**config.mk**
```make
export PLATFORM = sky130hd
export DESIGN_NAME = instr_fetch_ctrl
export DESIGN_NICKNAME = d
export VERILOG_FILES = /design/src/rtl/cpu16_pkg.sv /design/src/rtl/instr_fetch_ctrl_fetch_out_reg.sv /design/src/rtl/instr_fetch_ctrl.sv
export SDC_FILE = /design/constraint.sdc
export NUM_CORES = 1
export LEC_CHECK = 0
export CAP_MARGIN = 25
export CORE_ASPECT_RATIO = 2
export CORE_MARGIN = 5
export CORE_UTILIZATION = 49
export CTS_CLUSTER_DIAMETER = 120
export DETAILED_ROUTE_END_ITERATION = 10
export PLACE_DENSITY = 0.84
export SETUP_SLACK_MARGIN = 0.2
export SLEW_MARGIN = 20
export SYNTH_ARGS = -nofsm -noshare
export SYNTH_HDL_FRONTEND = slang
export SYNTH_SLANG_ARGS = --single-unit
export TNS_END_PERCENT = 30
```
**constraint.sdc**
```tcl
create_clock -name clk -period 4.6 [get_ports clk]
set_clock_uncertainty 0.2 [all_clocks]
set_input_delay 0.92 -clock clk [delete_from_list [all_inputs] [get_ports clk]]
set_output_delay 0.92 -clock clk [all_outputs]
set_load 0.005 [all_outputs]
```
**src/rtl/cpu16_pkg.sv**
```systemverilog
// Shared definitions for the 16-bit custom processor: default widths,
// default program length and the fetch sequencer state encoding.
package cpu16_pkg;

    localparam int CPU_PC_W     = 8;
    localparam int CPU_INSTR_W  = 16;
    localparam int CPU_PROG_LEN = 13;

    typedef enum logic [1:0] {
        ST_IDLE  = 2'd0,
        ST_FETCH = 2'd1,
        ST_HALT  = 2'd2
    } fetch_state_e;

endpackage

```
**src/rtl/instr_fetch_ctrl_fetch_out_reg.sv**
```systemverilog
// One-entry valid/ready holding register for fetched instructions.
// flush beats load; load captures a new entry; ready without load drains it.
module fetch_out_reg #(
    parameter int DATA_W = 16,
    parameter int ADDR_W = 8
) (
    input  logic              clk,
    input  logic              rst_n,
    input  logic              flush,
    input  logic              load,
    input  logic              ready,
    input  logic [DATA_W-1:0] load_instr,
    input  logic [ADDR_W-1:0] load_pc,
    output logic              valid,
    output logic [DATA_W-1:0] instr,
    output logic [ADDR_W-1:0] pc
);

    logic              valid_r;
    logic [DATA_W-1:0] instr_r;
    logic [ADDR_W-1:0] pc_r;

    // Holding register: flush, load a new entry, drain on ready, or hold.
    always_ff @(posedge clk or negedge rst_n) begin
        if (!rst_n) begin
            valid_r <= 1'b0;
            instr_r <= '0;
            pc_r    <= '0;
        end else if (flush) begin
            valid_r <= 1'b0;
        end else if (load) begin
            valid_r <= 1'b1;
            instr_r <= load_instr;
            pc_r    <= load_pc;
        end else if (ready) begin
            valid_r <= 1'b0;
        end else begin
            valid_r <= valid_r;
        end
    end

    assign valid = valid_r;
    assign instr = instr_r;
    assign pc    = pc_r;

endmodule

```
**src/rtl/instr_fetch_ctrl.sv**
```systemverilog
// Fetch sequencer: owns the PC, addresses the combinational instruction
// ROM and hands fetched words to decode through a one-entry register.
// Optional feature macro: FETCH_BOUND_CHECK_EN (halt fetch at PROG_LEN).
module instr_fetch_ctrl
    import cpu16_pkg::*;
#(
    parameter int PC_W     = CPU_PC_W,
    parameter int INSTR_W  = CPU_INSTR_W,
    parameter int PROG_LEN = CPU_PROG_LEN
) (
    input  logic               clk,
    input  logic               rst_n,
    input  logic               start,
    input  logic               stop,
    output logic [PC_W-1:0]    imem_addr,
    input  logic [INSTR_W-1:0] imem_data,
    output logic               out_valid,
    input  logic               out_ready,
    output logic [INSTR_W-1:0] out_instr,
    output logic [PC_W-1:0]    out_pc,
    input  logic               redirect_valid,
    input  logic [PC_W-1:0]    redirect_pc,
    output logic               halted,
    output logic [15:0]        fetch_count
);

    fetch_state_e      state_r;
    fetch_state_e      state_nxt_s;
    logic [PC_W-1:0]   pc_r;
    logic [PC_W-1:0]   pc_nxt_s;
    logic [15:0]       count_r;
    logic              load_cond_s;
    logic              load_s;
    logic              flush_s;
    logic              accept_s;
    logic              bound_hit_s;

    assign load_cond_s = !out_valid || out_ready;
    assign accept_s    = out_valid && out_ready;

`ifdef FETCH_BOUND_CHECK_EN
    logic halted_r;

    assign bound_hit_s = (32'(pc_r) >= 32'(PROG_LEN));

    // halted mirrors the HALT state, registered alongside it.
    always_ff @(posedge clk or negedge rst_n) begin
        if (!rst_n) begin
            halted_r <= 1'b0;
        end else begin
            halted_r <= (state_nxt_s == ST_HALT);
        end
    end

    assign halted = halted_r;
`else
    logic unused_prog_len_s;

    assign bound_hit_s       = 1'b0;
    assign unused_prog_len_s = (PROG_LEN > 0);
    assign halted            = 1'b0;
`endif

    // Next-state, next-PC, load and flush decisions; stop wins over all.
    always_comb begin
        state_nxt_s = state_r;
        pc_nxt_s    = pc_r;
        load_s      = 1'b0;
        flush_s     = 1'b0;
        if (stop) begin
            state_nxt_s = ST_IDLE;
            flush_s     = 1'b1;
            if (redirect_valid) begin
                pc_nxt_s = redirect_pc;
            end else begin
                pc_nxt_s = pc_r;
            end
        end else begin
            case (state_r)
                ST_IDLE: begin
                    if (start) begin
                        state_nxt_s = ST_FETCH;
                    end else begin
                        state_nxt_s = ST_IDLE;
                    end
                end
                ST_FETCH: begin
                    if (redirect_valid) begin
                        pc_nxt_s = redirect_pc;
                        flush_s  = 1'b1;
                    end else if (load_cond_s) begin
                        if (bound_hit_s) begin
                            state_nxt_s = ST_HALT;
                        end else begin
                            load_s   = 1'b1;
                            pc_nxt_s = pc_r + PC_W'(1'b1);
                        end
                    end else begin
                        pc_nxt_s = pc_r;
                    end
                end
                ST_HALT: begin
                    if (redirect_valid) begin
                        state_nxt_s = ST_FETCH;
                        pc_nxt_s    = redirect_pc;
                        flush_s     = 1'b1;
                    end else begin
                        state_nxt_s = ST_HALT;
                    end
                end
                default: begin
                    state_nxt_s = ST_IDLE;
                    flush_s     = 1'b1;
                end
            endcase
        end
    end

    // State and program counter registers.
    always_ff @(posedge clk or negedge rst_n) begin
        if (!rst_n) begin
            state_r <= ST_IDLE;
            pc_r    <= '0;
        end else begin
            state_r <= state_nxt_s;
            pc_r    <= pc_nxt_s;
        end
    end

    // Accepted-instruction counter, saturating at all ones.
    always_ff @(posedge clk or negedge rst_n) begin
        if (!rst_n) begin
            count_r <= 16'd0;
        end else if (accept_s && (count_r != 16'hFFFF)) begin
            count_r <= count_r + 16'd1;
        end else begin
            count_r <= count_r;
        end
    end

    fetch_out_reg #(
        .DATA_W(INSTR_W),
        .ADDR_W(PC_W)
    ) u_out_reg (
        .clk       (clk),
        .rst_n     (rst_n),
        .flush     (flush_s),
        .load      (load_s),
        .ready     (out_ready),
        .load_instr(imem_data),
        .load_pc   (pc_r),
        .valid     (out_valid),
        .instr     (out_instr),
        .pc        (out_pc)
    );

    assign imem_addr   = pc_r;
    assign fetch_count = count_r;

endmodule

```
After elaboration in Yosys (flattened, before gate mapping)
Cells that the tools add are included.
Word-level totals
  flip-flop bits (word level): 51
  input bits: 30
  output and inout port bits: 50
  logic and storage cells: 43
Operators by class
  add/subtract/negate cells: 2
  eq/ne operators: 5
  muxes and demuxes: 19
  bitwise operators: 1
  reduce and logical (&&, ||, !) cells: 10
Operators by type and width (number)
  $mux W8: 4
  $add A16 B1 Y16 const B: 1
  $ne A16 B16 Y1 const B: 1
  $pmux W8 S2: 1
  $mux W1: 10
  $add A8 B1 Y8 const B: 1
  $pmux W2 S3: 1
  $reduce_bool A3 Y1: 2
  $mux W2: 2
  $ne A4 B4 Y1 const B: 1
  $reduce_and A2 Y1: 2
  $eq A2 B1 Y1 const B: 1
  $eq A2 B2 Y1 const B: 1
  $logic_and A1 B1 Y1: 2
  $logic_not A2 Y1: 1
  $ne A2 B2 Y1 const B: 1
  $pmux W1 S2: 1
  $reduce_or A2 Y1: 1
  $logic_not A1 Y1: 1
  $logic_or A1 B1 Y1: 1
  $not A1 Y1: 1

Logic depth before layout (Yosys ltp)
  word-level depth: 8
  mapped depth: 7

Cells and area by module
From an unflattened synthesis, not the netlist that was laid out.
Unflattened totals
  cell total of the unflattened synthesis: 206
  area total of the unflattened synthesis: 2513.7 sq um
By module, submodules not included
  instr_fetch_ctrl: instances 1, cells an instance 150, area each 1462.7 sq um
  fetch_out_reg: instances 1, cells an instance 56, area each 1051.0 sq um

Worst setup path after synthesis
No wires, ideal clock.
  kind: input -> register
  start point: input redirect_valid
  end point: register u_out_reg.instr_r[0] (netlist: u_out_reg.instr[0])
  library setup time: 125 ps
  arrival time: 2111 ps
  data required time: 4275 ps
  slack: 2164 ps
  stages on the path: 6
  path buffers: 2
  cell sequence: buf_2 clkinv_1 nand3_1 nor3_2 buf_4 mux2_2
Between the ends
  word-level cells in the longest chain between the ends: 5
  elaborated cells between the ends (all ways): 8
  classes of those cells: mux: 6; bitwise: 1; reduce/logical: 1
Ends and longest elaborated chain
  start, declared: RTL line instr_fetch_ctrl.sv:21  | input logic redirect_valid,
  $mux W1: RTL line instr_fetch_ctrl.sv:88, instr_fetch_ctrl.sv:103
  $pmux W1 S2: RTL line instr_fetch_ctrl.sv:79  | case (state_r)
  $mux W1: RTL line instr_fetch_ctrl.sv:70  | if (stop) begin
  $not A1 Y1 (no line)
  $reduce_and A2 Y1 (no line) *
  end signal, assigned: RTL line instr_fetch_ctrl_fetch_out_reg.sv:33  | instr_r <= load_instr;
  end, declared: RTL line instr_fetch_ctrl_fetch_out_reg.sv:20  | logic [DATA_W-1:0] instr_r;
Mark *: on every way between the ends. The rest lies on a longest branch, timed or not.
A chain may end at the register's enable or synchronous reset.

Worst setup path after layout
  start point: input redirect_valid
  end point: register u_out_reg.instr_r[8] (netlist: u_out_reg.instr[8])
The elaborated chain is that of the path after synthesis.

==> reports/qor.txt <==
Buffers added on ports: 78
Slowest CP cell: clkdlybuf4s50_1
Crit path launch type: input port
IO Pins: 80
CTS Hold Buffers Added: 0
Source of the critical timing path: redirect_valid
Residual DRC count: 0
R2R cell count: 6
Final setup TNS: 0 ps
Hold crit path type: flop to flop
DR WL/cell: 17.5 um
Full die area: 6600 um2
Post-synth EDFFs: 0
Worst Max-Slew Pin Slew: 705 ps
Post-synthesis cell type count: 48
Synth Warn #: 0
CTS Root Cell: clkbuf_8
Asr flop ratio synth: 100%
Clock transition at the registers of the reported paths: 90 ps
Clock power share: 18.4%
DR pass1 iterations: 6
Most numerous cell in the Yosys netlist: dfrtp_1
Worst skew pair latency: 300 ps
Peak VDD IR: 0.000309 V
Rel. slew slack: 52.9%
Register area share after synthesis: 52.1%
Worst setup endpoint: u_out_reg.instr[8]$_DFFE_PN0P_
Post-DP HPWL: 4730 um
PwrDens: 401 nW/um2
Post-DP Area: 3270 um2
Share of cells above drive strength 1: 15.1%
Buf/Inv on CP: 3
Syn Nets: 246
P&R area growth vs syn: 36.9%
H-tree level count: 2
Hold depth: 1
Nets: 325
Comb power frac: 33.8%
Seq pwr share: 47.8%
GRT Residual Overflow: 0
Initial core utilization: 50.4%
CP arrival: 2980 ps
CTS sink cnt: 51
Cell area after synthesis: 2450 um2
P_int: 976 uW
Inserted Clock Buffers: 5
Commonest cells post-synth: dfrtp_1, mux2_2, nor2_1, nand2_1, a21oi_1
Routed vias: 1996
Initial antenna violation count: 0
Ys flop type: dfrtp_1
CP required: 4590 ps
DRT iter0 DRCs: 94
Reg2reg end: u_out_reg.instr[8]$_DFFE_PN0P_
Switching pwr: 369 uW
Period utilisation layout: 65.0%
Row count: 36
Final setup violating endpoints: 0
Mean post-synth cell area: 11.6 um2
Design area: 3350 um2
Post-CTS setup buffers: 0
Final-report hold violation count: 0
Synth Instances: 211
Crit Path Class: input port to flop
Final Wtd Congestion: 0.883
Largest net degree at the start of global routing: 28
Yosys top cell by area: dfrtp_1
Switch share: 27.5%
Max-cap check violation count: 0
Total track usage: 19.3%
Core area: 4860 um2
Worst Path Max Fanout: 24
Worst setup EP type: flop
Largest stage delay on the critical path: 840 ps
Max clock buf depth: 2
CTS tree: done
Cts repair resizes: 0
Number of synthesized register bits: 51
First-pass GRT wire length: 9690 um
DR vias/cell: 5.74
Reg2reg start: state_r[1]$_DFFE_PN0P_
Status: finished, final reports clean
Max Clk Rate: 0.334 GHz
Hold_ws: 314 ps
Die Ht: 110 um
RSZ-0062 raised after global routing: no
Inserted Diodes: 0
Vias in the first global route: 2077
Critical path depth: 6
Crit path time final: 2990 ps
WL final: 6080 um
R2R setup slack: 2420 ps
Critical-path cell list: clkdlybuf4s50_1 -> clkinv_1 -> nand3_1 -> nor3_4 -> buf_4 -> mux2_2
Leakage Power: 1.38 nW
CP delay by family, top: buffers and inverters
Final Max Slew Viols: 0
Antenna Nets Post-Route: 0
Post-synth top area share: 52.1%
Synth area leaders: dfrtp_1, mux2_2, xnor2_1, ha_1, a21oi_1
Die X: 60 um
area by class of cell:
type,count,area (um2)
fillers,366,1510
flip-flops and latches,51,1280
multi-input cells,147,1110
repair buffers,81,798
clock buffers,6,72.6
well taps,57,71.3
inverters,4,15.0
clock inverters,2,12.5
cell families after synthesis:
logic type	after synthesis	synth area share [%]
other cells	1	0.153
compound gates	40	11.0
xor+xnor	10	3.58
simple gates	62	14.2
fa+ha+maj	5	2.55
flops	51	52.1
buf+inv	13	2.96
mux	29	13.4
cells in the final DEF (no fill, tap or decap), types with 2 or more instances in the layout:
master / count
a21oi_1: 12
a31oi_1: 2
a41o_1: 3
and3_1: 3
buf_4: 3
clkbuf_8: 5
clkdlybuf4s50_1: 77
dfrtp_1: 51
ha_1: 5
inv_1: 3
mux2_2: 27
nand2_1: 13
nand2b_1: 2
nand3_1: 7
nand4_1: 8
nor2_1: 14
nor2b_1: 2
nor3_1: 2
o211ai_1: 6
o21ai_0: 6
o22ai_1: 2
xnor2_1: 9
registers in the layout, indices dropped and copies added, names as in the netlist:
name	cells
fetch_count	16
imem_addr	8
state_r	2
u_out_reg.instr	16
u_out_reg.pc	8
u_out_reg.valid	1
through the flow:
step                total power [mW]  setup WS (ps)  cells  util (%)
CTS                             1.36           1670    348      68.9
finish                          1.35           1610    348      68.9
floorplan                      0.802           2160    211         -
global placement                1.10           1390    340      67.2
detailed placement              1.11           1350    340      67.2
global route                    1.42           1510    348      68.9
worst register-to-register path: stages, from the launching register on:
cell and delay [ps]:
dfrtp_1 400, inv_1 90, ha_1 340, nand3_1 180
nor3_4 130, buf_4 330, mux2_2 390
power groups by stage:
stage	combinational, mW	sequential (mW)	clock, mW
CTS	0.463	0.645	0.255
global placement	0.448	0.650	0
finish	0.454	0.643	0.247
global route	0.493	0.661	0.269
floorplan	0.152	0.649	0
detailed placement	0.461	0.653	0
how the worst min path moves through the flow:
stage	startpoint	to	slack, ps
global placement	u_out_reg.pc[2]$_DFFE_PN0P_	u_out_reg.pc[2]$_DFFE_PN0P_	290
global route	u_out_reg.pc[4]$_DFFE_PN0P_	u_out_reg.pc[4]$_DFFE_PN0P_	340
floorplan	fetch_count[14]$_DFFE_PN0P_	fetch_count[14]$_DFFE_PN0P_	300
finish	u_out_reg.pc[3]$_DFFE_PN0P_	u_out_reg.pc[3]$_DFFE_PN0P_	310
CTS	u_out_reg.pc[3]$_DFFE_PN0P_	u_out_reg.pc[3]$_DFFE_PN0P_	320
detailed placement	u_out_reg.pc[3]$_DFFE_PN0P_	u_out_reg.pc[3]$_DFFE_PN0P_	300
per-layer routing:
layer,vias up,wire (um),track usage [%]
met3,15,220,2.10
met1,986,2140,20.2
met4,0,150,9.35
met5,-,0,0
met2,68,3570,36.5
li1,927,-,-
No activity file was read; power rests on OpenSTA's default activity.
